$ cat config.mk
export PLATFORM = sky130hd
export DESIGN_NAME = serial_out_flat
export DESIGN_NICKNAME = d
export VERILOG_FILES = /design/src/rtl/serial_pkg.sv /design/src/rtl/serial_out_if.sv /design/src/rtl/serial_bit_timer.sv /design/src/rtl/serial_out.sv /design/src/flat_wrapper.sv
export SDC_FILE = /design/constraint.sdc
export NUM_CORES = 1
export LEC_CHECK = 0
export ABC_AREA = 1
export CORE_ASPECT_RATIO = 1.2
export CORE_MARGIN = 3
export CORE_UTILIZATION = 45
export CTS_BUF_LIST = sky130_fd_sc_hd__clkbuf_4
export DETAILED_ROUTE_END_ITERATION = 6
export PLACE_DENSITY = 0.71
export SYNTH_ARGS = -nofsm -noshare
export SYNTH_HDL_FRONTEND = slang
export SYNTH_SLANG_ARGS = --single-unit
export TNS_END_PERCENT = 50
$ cat constraint.sdc
create_clock -name i_clock -period 2.3 [get_ports i_clock]
set_input_delay 0.345 -clock i_clock [delete_from_list [all_inputs] [get_ports i_clock]]
set_output_delay 0.345 -clock i_clock [all_outputs]
set_load 0.02 [all_outputs]
$ cat src/rtl/serial_pkg.sv
// Shared serial-link constants and the transmitter state encoding.
// The receiver on the same link imports the baud constants from here as well.
package serial_pkg;

    localparam int unsigned CLOCK      = 56842105;
    localparam int unsigned BAUD_RATE  = 115200;
    localparam int unsigned BIT_PERIOD = CLOCK / BAUD_RATE;

    // Width of the bit-period counter; bounds BIT_PERIOD to 65535.
    localparam int unsigned COUNTER_W  = 16;

    typedef enum logic [2:0] {
        TX_IDLE,
        TX_REQ,
        TX_LOAD,
        TX_START,
        TX_DATA,
        TX_STOP
    } tx_state_t;

endpackage

$ cat src/rtl/serial_out_if.sv
// FIFO-side and line-side signals of the UART transmitter.
// The master modport belongs to the system that feeds bytes and watches the line.
interface serial_out_if;

    logic       enable;
    logic       fifo_empty;
    logic [7:0] data;
    logic       fifo_read_req;
    logic       serial_tx;
    logic       busy;

    modport master (
        output enable,
        output fifo_empty,
        output data,
        input  fifo_read_req,
        input  serial_tx,
        input  busy
    );

    modport slave (
        input  enable,
        input  fifo_empty,
        input  data,
        output fifo_read_req,
        output serial_tx,
        output busy
    );

endinterface

$ cat src/rtl/serial_bit_timer.sv
// Bit-period timer: counts 0..BIT_PERIOD-1 while not cleared and flags the last count.
// The count restarts from zero on the cycle after the terminal count.
module serial_bit_timer
    import serial_pkg::*;
#(
    parameter int unsigned BIT_PERIOD = serial_pkg::BIT_PERIOD
) (
    input  logic clock,
    input  logic reset,
    input  logic clear,
    output logic terminal
);

    localparam logic [COUNTER_W-1:0] LAST = COUNTER_W'(BIT_PERIOD - 1);

    logic [COUNTER_W-1:0] count;

    always_ff @(posedge clock or posedge reset) begin
        if (reset) begin
            count <= '0;
        end else if (clear || terminal) begin
            count <= '0;
        end else begin
            count <= count + 1'b1;
        end
    end

    assign terminal = !clear && (count == LAST);

endmodule

$ cat src/rtl/serial_out.sv
// UART 8N1 transmitter draining a show-behind FIFO (one-cycle read latency).
// Each frame: pop (REQ), capture (LOAD), start bit, eight data bits LSB first, stop bit.
module serial_out #(
    parameter int unsigned CLOCK      = serial_pkg::CLOCK,
    parameter int unsigned BAUD_RATE  = serial_pkg::BAUD_RATE,
    parameter int unsigned BIT_PERIOD = CLOCK / BAUD_RATE
) (
    input  logic         i_clock,
    input  logic         i_reset,
    serial_out_if.slave  bus
);

    import serial_pkg::*;

    tx_state_t  state;
    tx_state_t  state_next;
    logic [7:0] shift_reg;
    logic [2:0] bit_ptr;
    logic       tx;
    logic       timer_clear;
    logic       bit_done;

    serial_bit_timer #(
        .BIT_PERIOD (BIT_PERIOD)
    ) u_bit_timer (
        .clock    (i_clock),
        .reset    (i_reset),
        .clear    (timer_clear),
        .terminal (bit_done)
    );

    // NOTE: state registers use non-blocking assignments so every flop samples pre-edge values.
    always_ff @(posedge i_clock or posedge i_reset) begin
        if (i_reset) begin
            state <= TX_IDLE;
        end else begin
            state <= state_next;
        end
    end

    always_comb begin
        // NOTE: default first so every path assigns state_next and no latch is inferred.
        state_next = state;
        unique case (state)
            TX_IDLE:  if (bus.enable && !bus.fifo_empty) state_next = TX_REQ;
            TX_REQ:   state_next = TX_LOAD;
            TX_LOAD:  state_next = TX_START;
            TX_START: if (bit_done) state_next = TX_DATA;
            TX_DATA:  if (bit_done && bit_ptr == 3'd7) state_next = TX_STOP;
            TX_STOP:  if (bit_done) state_next = TX_IDLE;
            default:  state_next = TX_IDLE;
        endcase
    end

    always_comb begin
        bus.fifo_read_req = (state == TX_REQ);
        bus.busy          = (state != TX_IDLE);
        // The timer only runs while a bit is on the line; LOAD parks it at zero for the start bit.
        timer_clear       = (state == TX_IDLE) || (state == TX_REQ) || (state == TX_LOAD);
    end

    // Line register and shifter; tx is a flop so the line only moves on a clock edge.
    always_ff @(posedge i_clock or posedge i_reset) begin
        if (i_reset) begin
            tx        <= 1'b1;
            // NOTE: the byte buffer is reset as well; it costs little and keeps the flops out of X.
            shift_reg <= '0;
            bit_ptr   <= '0;
        end else begin
            unique case (state)
                TX_IDLE: begin
                    tx <= 1'b1;
                end
                TX_LOAD: begin
                    shift_reg <= bus.data;
                    tx        <= 1'b0;
                end
                TX_START: begin
                    if (bit_done) begin
                        tx      <= shift_reg[0];
                        bit_ptr <= '0;
                    end
                end
                TX_DATA: begin
                    if (bit_done) begin
                        if (bit_ptr == 3'd7) begin
                            tx <= 1'b1;
                        end else begin
                            bit_ptr <= bit_ptr + 3'd1;
                            tx      <= shift_reg[bit_ptr + 3'd1];
                        end
                    end
                end
                TX_STOP: begin
                    tx <= 1'b1;
                end
                default: begin
                    tx <= 1'b1;
                end
            endcase
        end
    end

    assign bus.serial_tx = tx;

    // The line must rest high whenever no frame is in flight.
    a_idle_high: assert property (@(posedge i_clock) disable iff (i_reset)
        (state == TX_IDLE) |-> tx);

    // A pop is only ever issued for a byte the FIFO reported as present.
    a_no_underflow: assert property (@(posedge i_clock) disable iff (i_reset)
        (state == TX_REQ) |-> ($past(state) == TX_IDLE && !$past(bus.fifo_empty)));

endmodule
$ cat src/flat_wrapper.sv
// flat-port wrapper written by rule: the top's interface ports become plain ports
module serial_out_flat import serial_pkg::*;
#(
    parameter int unsigned CLOCK      = serial_pkg::CLOCK,
    parameter int unsigned BAUD_RATE  = serial_pkg::BAUD_RATE,
    parameter int unsigned BIT_PERIOD = CLOCK / BAUD_RATE
)
  (i_clock, i_reset, bus_enable, bus_fifo_empty, bus_data, bus_fifo_read_req, bus_serial_tx, bus_busy);
  serial_out_if bus_i ();
  input  logic i_clock;
  input  logic i_reset;
  input wire logic [$bits(bus_i.enable)-1:0] bus_enable;
  input wire logic [$bits(bus_i.fifo_empty)-1:0] bus_fifo_empty;
  input wire logic [$bits(bus_i.data)-1:0] bus_data;
  output wire logic [$bits(bus_i.fifo_read_req)-1:0] bus_fifo_read_req;
  output wire logic [$bits(bus_i.serial_tx)-1:0] bus_serial_tx;
  output wire logic [$bits(bus_i.busy)-1:0] bus_busy;
  assign bus_i.enable = bus_enable;
  assign bus_i.fifo_empty = bus_fifo_empty;
  assign bus_i.data = bus_data;
  assign bus_fifo_read_req = bus_i.fifo_read_req;
  assign bus_serial_tx = bus_i.serial_tx;
  assign bus_busy = bus_i.busy;
  serial_out #(.CLOCK(CLOCK), .BAUD_RATE(BAUD_RATE), .BIT_PERIOD(BIT_PERIOD)) u_core (.i_clock(i_clock), .i_reset(i_reset), .bus(bus_i));
endmodule
**Word-level counts from Yosys, hierarchy flattened**

Index checks and enable logic that the tools add are counted.

- Input port bits: 12
- ROM bits: 0
- Memories: 0
- Bits in latches: 0
- RAM bits: 0
- Word-level logic and storage cells: 50
- Output and inout bits: 3
- Bits in registers: 31

- Reductions and logical operators: 14
- Shifts and indexed selects: 0
- Mux-type cells: 15
- Bitwise gates (word level): 0
- Order comparisons: 1
- Multiply operators: 0
- Div/mod/pow operators: 0
- Equal/unequal tests: 13
- Add/sub/neg operators: 2

Operators with widths:

| operator | count |
|---|---|
| 3-bit 2-to-1 mux | 6 |
| 3-bit case mux with 6 select lines | 1 |
| 16-bit by 1-bit adder with 16-bit output (second input constant) | 1 |
| 16-bit by 9-bit == test with 1-bit output (second input constant) | 1 |
| 16-bit 2-to-1 mux | 1 |
| 2-bit by 1-bit inequality test with 1-bit output (second input constant) | 5 |
| 3-bit == test (second input constant) | 3 |
| 4-bit AND reduction | 2 |
| 3-bit by 2-bit == test with 1-bit output (second input constant) | 2 |
| 3-bit case mux with 2 select lines | 1 |
| 3-bit by 4-bit < comparator with 1-bit output (second input constant) | 1 |
| 1-bit 2-to-1 mux | 4 |
| 3-bit by 1-bit adder with 3-bit output (second input constant) | 1 |
| 1-bit binary-select mux with 3-bit select | 1 |
| 3-bit by 1-bit == test with 1-bit output (second input constant) | 1 |
| 1-bit logical AND | 3 |
| 3-bit logical NOT | 1 |
| 1-bit logical OR | 3 |
| 1-bit case mux with 3 select lines | 1 |
| 3-bit nonzero test | 1 |
| 1-bit logical NOT | 2 |
| 2-bit inequality test (second input constant) | 1 |
| 2-bit AND reduction | 1 |
| 2-bit nonzero test | 1 |

**Longest topological paths before layout**

Gate-level depths: netlist (run 1).

- Depth in word-level cells: 8
- Mapped depth: 9
- Depth with buffers taken out: 9

**Modules after synthesis**

From an unflattened synthesis (run 1), not the netlist that was laid out.

- Cell total of the unflattened synthesis: 241
- Area, all modules: 1778.0 µm²

By module, submodules not included:

| module | instances | area an instance (µm²) | cells each | seq. area each (µm²) |
|---|---|---|---|---|
| serial_bit_timer | 1 | 945.9 | 131 | 400.4 |
| serial_out | 1 | 832.0 | 110 | 376.6 |

**Worst setup path after synthesis (run 1)**

Ideal clock, no wire load.

- Path type: register to register
- Start point: register u_core.bit_ptr[0]
- End point: register u_core.tx (netlist: u_core.bus.serial_tx)
- Path slack: 0.894 ns
- Cell stages (with the launch flop): 9
- Arrival time: 1.333 ns
- Library setup time: 0.073 ns
- Buffers on the path: 0
- Data required time: 2.227 ns
- Period minus slack after synthesis: 1.406 ns
- Cells stage by stage: dfrtp_1 -> ha_1 -> ha_1 -> inv_1 -> nand3_1 -> nand3_1 -> nand3_1 -> nand2_1 -> a21oi_1

- Longest elaborated chain between the ends: 6
- Elaborated cells between the ends (all ways): 7
- Those cells by class: add/sub: 1; eq/ne: 1; mux: 5

Ends and longest elaborated chain:

| element | line | text |
|---|---|---|
| start, declared | serial_out.sv:18 | `logic [2:0] bit_ptr;` |
| start signal, assigned | serial_out.sv:89 | `bit_ptr <= bit_ptr + 3'd1;` |
| 3-bit by 1-bit adder with 3-bit output | serial_out.sv:90 | `tx <= shift_reg[bit_ptr + 3'd1];` |
| 1-bit binary-select mux with 3-bit select | serial_out.sv:90 |  |
| 1-bit 2-to-1 mux (implied by the code) | serial_out.sv:90 |  |
| 1-bit 2-to-1 mux * | serial_out.sv:86 | `if (bit_ptr == 3'd7) begin` |
| 1-bit 2-to-1 mux * | serial_out.sv:85 | `if (bit_done) begin` |
| 1-bit case mux with 3 select lines * | serial_out.sv:70 | `unique case (state)` |
| end signal, assigned | serial_out.sv:80 | `tx <= shift_reg[0];` |
| end signal, assigned | serial_out.sv:90 |  |
| end, declared | serial_out.sv:19 | `logic tx;` |

Mark *: on every way between the ends. The rest lies on a longest branch, timed or not. The select of a mux whose other input is x is not followed.
A chain may end at the register's enable or synchronous reset.

**Final worst setup path (run 1)**

- Start point: register u_core.state[1]
- End point: output port bus_busy

- Longest elaborated chain between the ends: 1

Ends and longest elaborated chain:

| element | line | text |
|---|---|---|
| start, declared | serial_out.sv:15 | `tx_state_t state;` |
| start signal, assigned | serial_out.sv:37 | `state <= state_next;` |
| 3-bit nonzero test | serial_out.sv:57 | `bus.busy = (state != TX_IDLE);` |
| end, declared | flat_wrapper.sv:17 | `output wire logic [$bits(bus_i.busy)-1:0] bus_busy;` |

Every way passes these cells.

==> results of run 1 <==
==> routing by layer <==
layer | vias up | wire length, um
met5 | - | 0
met4 | 0 | 70
met3 | 5 | 103
met2 | 20 | 1460
met1 | 666 | 1530
li1 | 757 | -
==> synth_stat cells <==
library cell | n | area [um2]
clkinv_1 | 1 | 3.75
nand3_4 | 1 | 17.5
o21ai_2 | 6 | 52.6
dfstp_2 | 1 | 26.3
nand4_1 | 6 | 37.5
nor3_1 | 8 | 40.0
inv_6 | 1 | 8.76
nand2_2 | 4 | 25.0
nand2_4 | 4 | 45.0
nor2_2 | 3 | 18.8
nor3_4 | 1 | 16.3
xor2_1 | 1 | 8.76
inv_2 | 2 | 7.51
dfrtp_1 | 30 | 751
a21oi_1 | 12 | 60.1
nand2_1 | 51 | 191
nand3_2 | 2 | 20.0
mux2_2 | 8 | 90.1
ha_1 | 4 | 50.1
o21ai_1 | 1 | 5.00
nand2_8 | 1 | 20.0
nand3_1 | 17 | 85.1
o21ai_0 | 2 | 10.0
nor2_1 | 24 | 90.1
nand3b_1 | 1 | 7.51
inv_1 | 27 | 101
==> cell families after synthesis <==
| family | synth area share |
|---|---|
| adder cells (fa/ha/maj) | 0.0280 |
| multiplexers | 0.0504 |
| buffers and inverters | 0.0678 |
| AO/OA/AOI/OAI | 0.0713 |
| AND/OR/NAND/NOR | 0.343 |
| XOR/XNOR | 0.00490 |
| flip-flops | 0.434 |
==> final cells by class <==
cell class,instances,area [um2],share of cell area
clock buffer,5,37.5,0.0181
multi-input combinational,157,891,0.429
sequential,31,777,0.374
timing repair buffer,15,148,0.0710
inverter,31,121,0.0584
clock inverter,3,38.8,0.0187
tap,52,65.1,0.0313
==> metrics by stage <==
stage          power, mW  setup WS [ns]  hold WS [ns]  std cells
3_3_place_gp       0.608          0.654         0.480        286
2_1_floorplan      0.584          0.894         0.448        219
3_5_place_dp       0.609          0.617         0.486        286
6_report            1.01          0.250         0.388        294
4_1_cts             1.03          0.229         0.395        294
5_1_grt             1.06         0.0900         0.406        294
==> placed cells by master, fill, tap and decap left out <==
| master | netlist | routed |
|---|---|---|
| nand2_1 | 51 | 51 |
| dfrtp_1 | 30 | 30 |
| inv_1 | 27 | 27 |
| nor2_1 | 24 | 24 |
| nand3_1 | 17 | 17 |
| clkdlybuf4s50_1 | 0 | 14 |
| a21oi_1 | 12 | 12 |
| mux2_2 | 8 | 8 |
| nor3_1 | 8 | 8 |
| nand4_1 | 6 | 6 |
| o21ai_2 | 6 | 6 |
| clkbuf_4 | 0 | 5 |
| nand2_2 | 4 | 4 |
| nand2_4 | 4 | 4 |
| ha_1 | 4 | 4 |
| nor2_2 | 3 | 3 |
| nand3_2 | 2 | 2 |
| inv_2 | 2 | 2 |
| o21ai_0 | 2 | 2 |
| clkinv_1 | 1 | 2 |
| nand2_8 | 1 | 1 |
| nor3_4 | 1 | 1 |
| inv_6 | 1 | 1 |
| o21ai_1 | 1 | 1 |
| xor2_1 | 1 | 1 |
| nand3_4 | 1 | 1 |
| nand3b_1 | 1 | 1 |
| clkinv_2 | 0 | 1 |
| bufinv_16 | 0 | 1 |
| buf_4 | 0 | 1 |
| dfstp_2 | 1 | 1 |
==> worst min-delay path by stage <==
stage	slack (ns)	to	cells after the start	from
2_1_floorplan	0.45	u_core.bit_ptr[0]	1	i_reset
5_1_grt	0.41	u_core.u_bit_timer.count[1]	3	i_reset
6_report	0.39	u_core.bit_ptr[0]	3	i_reset
3_5_place_dp	0.49	u_core.bit_ptr[1]	2	u_core.bit_ptr[1]
4_1_cts	0.39	u_core.shift_reg[1]	3	i_reset
3_3_place_gp	0.48	u_core.bit_ptr[1]	2	u_core.bit_ptr[1]
==> critical path, stage by stage (launching register included) <==
cell	delay, ns
dfrtp_1	0.45
nor2_1	0.16
inv_1	0.07
nor2_1	0.11
inv_1	0.05
clkdlybuf4s50_1	0.53
==> power groups by stage <==
stage               logic, mW  registers [mW]  clock network, mW
floorplan              0.0185           0.565                  0
finish                 0.0409           0.556              0.417
detailed placement     0.0425           0.567                  0
global placement       0.0421           0.566                  0
CTS                    0.0426           0.556              0.427
global route           0.0457           0.557              0.457
==> results.sh, run 1 <==
export IMPL_status="completed"
export IMPL_wl_mm=3.16
export IMPL_detailed_place_area_um2=2000
export IMPL_synthCells=219
export IMPL_die_h_um=75.1
export IMPL_startpoint="u_core.state[1]"
export IMPL_clk_pin_slew_ns=0.10
export IMPL_finalCritPeriodShare=0.891
export IMPL_synth_area_um2=1790
export IMPL_fillers=367
export IMPL_grt_overflow=0
export IMPL_grt_start_max_net_pins=32
export IMPL_worst_pin_slew_ns=0.389
export IMPL_cp_arrival_ns=1.71
export IMPL_h_tree_depth=2
export IMPL_min_period_ns=2.05
export IMPL_clk_latency_ns=0.33
export IMPL_critical_path_required_ns=1.96
export IMPL_swShare=0.211
export IMPL_met2_usage=0.231
export IMPL_reg2reg_slack_ns=0.73
export IMPL_hold_violations=0
export IMPL_antenna_found_initial=0
export IMPL_maxCapViolCount=0
export IMPL_area_growth_pct=16.2
export IMPL_die_x_um=63.6
export IMPL_cp_endpoint="bus_busy"
export IMPL_grt_pass1_wl_mm=5.40
export IMPL_postCtsHoldBufs=0
export IMPL_remaining_drc_errors=0
export IMPL_reg2reg_to="u_core.u_bit_timer.count[12]"
export IMPL_start_kind="register"
export IMPL_largest_register_ffs=16
export IMPL_nets=257
export IMPL_p_int_mw=0.800
export IMPL_power_density_nw_per_um2=488
export IMPL_power_share_sequential=0.548
export IMPL_route_vias_total=1448
export IMPL_cts_setup_buffers=0
export IMPL_grt_busiest_layer="met2"
export IMPL_min_path_type="primary input to async pin"
export IMPL_finalSetupViolCount=0
export IMPL_p_switching_mw=0.214
export IMPL_cts_resized=0
export IMPL_slew_viol_final=0
export IMPL_viasPerCell=4.93
export IMPL_ff2ff_path_depth=8
export IMPL_use_met1=0.184
export IMPL_cts_tree="built"
export IMPL_grt_pass1_vias=1288
export IMPL_wire_per_inst_um=10.7
export IMPL_start_util=0.481
export IMPL_rows=24
export IMPL_cts_sinks=31
export IMPL_max_slew_margin=0.741
export IMPL_synth_area_per_cell_um2=8.17
export IMPL_rsz0062_at_grt="false"
export IMPL_yosys_warnings=0
export IMPL_diodes=0
export IMPL_r2r_start="u_core.u_bit_timer.count[0]"
export IMPL_drtAntennaViolNets=0
export IMPL_final_util=0.558
export IMPL_worstSetupPathType="register to primary output"
export IMPL_clock_power_share=0.411
export IMPL_gp_congestion=0.821
export IMPL_track_usage=0.145
export IMPL_p_comb_frac=0.040
export IMPL_skew_ns=0.00854
export IMPL_drt_pass1_iter_count=5
export IMPL_irDropWorstVdd_mv=0.324
export IMPL_synth_seq_cells=31
export IMPL_synthesis_nets=235
export IMPL_cts_root_buf="clkbuf_4"
export IMPL_first_iter_violations=76
export IMPL_cts_buffers=5
export IMPL_ios=15
export IMPL_seq_area_frac_synth=0.434
export IMPL_dieArea_um2=4770
export IMPL_leakagePower_nw=1.03
export IMPL_grt_use_met3=0.0373
export IMPL_synth_cell_types=26
export IMPL_layout_drive_gt1_share=0.174
export IMPL_hpwl_mm=2.42
export IMPL_tns_ns=0
export IMPL_final_area_um2=2080
export IMPL_portBuffers=14
export IMPL_clk_path_buf_depth=2
export IMPL_core_area_um2=3720
export IMPL_cp_max_fo=6
export IMPL_max_freq_ghz=0.488
export IMPL_endpoint_kind="primary output"
Note: power is estimated with default switching activity, not from simulation.
==> run 2, diff against run 1 <==
ABC_AREA = unset   (was 1)
PLACE_DENSITY = 0.72   (was 0.71)
==> run 2 against run 1 <==
- worst setup slack got worse by 0.090 ns
- non-clock buffer count rose by 1
- fmax fell by 4.2%
- register-to-register slack got worse by 0.48 ns
- synthesized area fell by 9.0%
- critical endpoint is now bus_fifo_read_req
- highest routed layer unchanged
==> results.sh, run 2 <==
export IMPL_maxCapViolCount=0
export IMPL_yosys_warnings=0
export IMPL_wire_per_inst_um=14.8
export IMPL_synth_edf_count=0
export IMPL_track_usage=0.160
export IMPL_cts_buffers=5
export IMPL_tns_ns=0
export IMPL_skew_ns=0.00333
export IMPL_max_slew_margin=0.678
export IMPL_drtAntennaViolNets=0
export IMPL_clk_path_buf_depth=2
export IMPL_max_freq_ghz=0.467
export IMPL_grt_overflow=0
export IMPL_synth_top_area_frac=0.461
export IMPL_synthesis_nets=162
export IMPL_cts_resized=0
export IMPL_rows=23
export IMPL_final_cell_mix="30 x dfrtp_1, 14 x clkdlybuf4s50_1, 12 x nor2_1"
export IMPL_startpoint="u_core.state[0]"
export IMPL_grt_start_max_net_pins=32
export IMPL_start_util=0.480
export IMPL_endpoint_kind="primary output"
export IMPL_area_growth_pct=15.1
export IMPL_min_period_ns=2.14
export IMPL_cp_slowest_cell="clkdlybuf4s50_1"
export IMPL_slew_viol_final=0
export IMPL_holdWs_ns=0.383
export IMPL_cp_max_fo=12
export IMPL_diodes=0
export IMPL_synth_cell_types=44
export IMPL_power_density_nw_per_um2=540
export IMPL_fillers=300
export IMPL_final_util=0.552
export IMPL_synth_seq_cells=31
export IMPL_synth_area_top_cells="dfrtp_1 46%, mux2_2 5.5%, xor2_1 4.8%"
export IMPL_seq_area_um2=777
export IMPL_worstSetupPathType="register to primary output"
export IMPL_worst_pin_slew_ns=0.476
export IMPL_clk_pin_slew_ns=0.10
export IMPL_synth_area_um2=1630
export IMPL_dieArea_um2=4380
export IMPL_crit_path_cell_trace="inv_1, nor3_1, clkdlybuf4s50_1"
export IMPL_cts_sinks=31
export IMPL_grt_pass1_wl_mm=5.26
export IMPL_die_h_um=71.9
export IMPL_leakagePower_nw=0.829
export IMPL_finalCritPeriodShare=0.930
export IMPL_clk_latency_ns=0.33
export IMPL_status="completed"
export IMPL_nets=179
export IMPL_cp_arrival_ns=1.79
export IMPL_critical_path_required_ns=1.96
export IMPL_largest_register_ffs=16
export IMPL_synthArstFlopShare=1.00
export IMPL_start_kind="register"
export IMPL_final_common_cell="dfrtp_1"
export IMPL_layout_drive_gt1_share=0.177
export IMPL_critPathMaxStageDelay_ns=0.63
export IMPL_cts_tree="built"
export IMPL_first_iter_violations=43
export IMPL_cts_root_buf="clkbuf_4"
export IMPL_hpwl_mm=2.23
export IMPL_portBuffers=14
export IMPL_remaining_drc_errors=0
export IMPL_grt_pass1_vias=1174
export IMPL_gp_congestion=0.777
export IMPL_route_vias_total=1149
export IMPL_h_tree_depth=2
export IMPL_irDropWorstVdd_mv=0.316
export IMPL_core_area_um2=3400
export IMPL_synth_largest_area_cell="dfrtp_1"
export IMPL_synthTopCellsByCount="30 x dfrtp_1, 12 x nor2_1, 9 x xor2_1"
export IMPL_synth_area_per_cell_um2=11.2
export IMPL_hold_violations=0
export IMPL_synthCells=146
export IMPL_seq_area_frac_synth=0.477
export IMPL_rsz0062_at_grt="false"
export IMPL_yosysMostFrequentCell="dfrtp_1"
export IMPL_ios=15
export IMPL_multi_input_area_um2=802
export IMPL_finalSetupViolCount=0
export IMPL_antenna_found_initial=0
export IMPL_postCtsHoldBufs=0
export IMPL_cts_setup_buffers=0
export IMPL_synth_top_flop_cell="dfrtp_1"
export IMPL_die_x_um=60.9
export IMPL_r2r_start="u_core.bit_ptr[0]"
export IMPL_wl_mm=2.98
export IMPL_drt_pass1_iter_count=4
export IMPL_viasPerCell=5.72
export IMPL_min_path_type="primary input to async pin"
## run 2: cell type report
class	instances	area share
Clock buffer	5	0.0200
Clock inverter	3	0.0207
Inverter	5	0.0100
Multi-Input combinational cell	104	0.428
Sequential cell	31	0.414
Tap cell	37	0.0247
Timing Repair Buffer	16	0.0827
## run 2: metrics by stage
step / cells / power [mW] / worst slack [ns] / cell area [um2]
CTS: 201 / 1.03 / 0.152 / 1880
global placement: 193 / 0.607 / 0.400 / 1800
global route: 201 / 1.07 / 0.00739 / 1880
floorplan: 146 / 0.583 / 0.474 / 1630
detailed placement: 193 / 0.609 / 0.235 / 1800
finish: 201 / 1.01 / 0.160 / 1880
## run 2: cells by family after synthesis
kind of cell	after synthesis	share of synthesized area
compound gates	19	0.0730
xor+xnor	10	0.0538
fa+ha+maj	4	0.0307
buf+inv	11	0.0307
flops	31	0.477
mux	16	0.115
simple gates	55	0.220
## run 2: metal layers
metal  global-route usage  share of wire  wire length [um]  vias to the layer above
met3               0.0605          0.041               121                        6
met4               0.0554          0.016                48                        0
met1                0.200           0.41              1230                      567
met2                0.251           0.53              1590                       21
met5                    0              0                 0                        -
li1                     -              -                 -                      555
## run 2: critical path, delay by kind of cell (launching register included)
kind / cells / cell delay [ns]
buffers and inverters: 2 / 0.75
DFF: 1 / 0.56
and+or+nand+nor: 1 / 0.15
## run 2: final timing paths
kind	slack [ns]	endpoint	cells after the start
max reg2reg	0.25	u_core.bit_ptr[0]	6
min reg2reg	0.48	u_core.u_bit_timer.count[0]	1
max in group asynchronous	1.60	u_core.bus.serial_tx	3
max	0.16	bus_fifo_read_req	3
min	0.38	u_core.u_bit_timer.count[5]	3
min in group i_clock	0.48	u_core.u_bit_timer.count[0]	1
## run 2: where the power goes
group / switching [mW] / internal, mW / total [mW]
Clock: 0.193 / 0.223 / 0.416
Sequential: 0.00405 / 0.552 / 0.556
Combinational: 0.0154 / 0.0253 / 0.0407
Total: 0.212 / 0.800 / 1.01
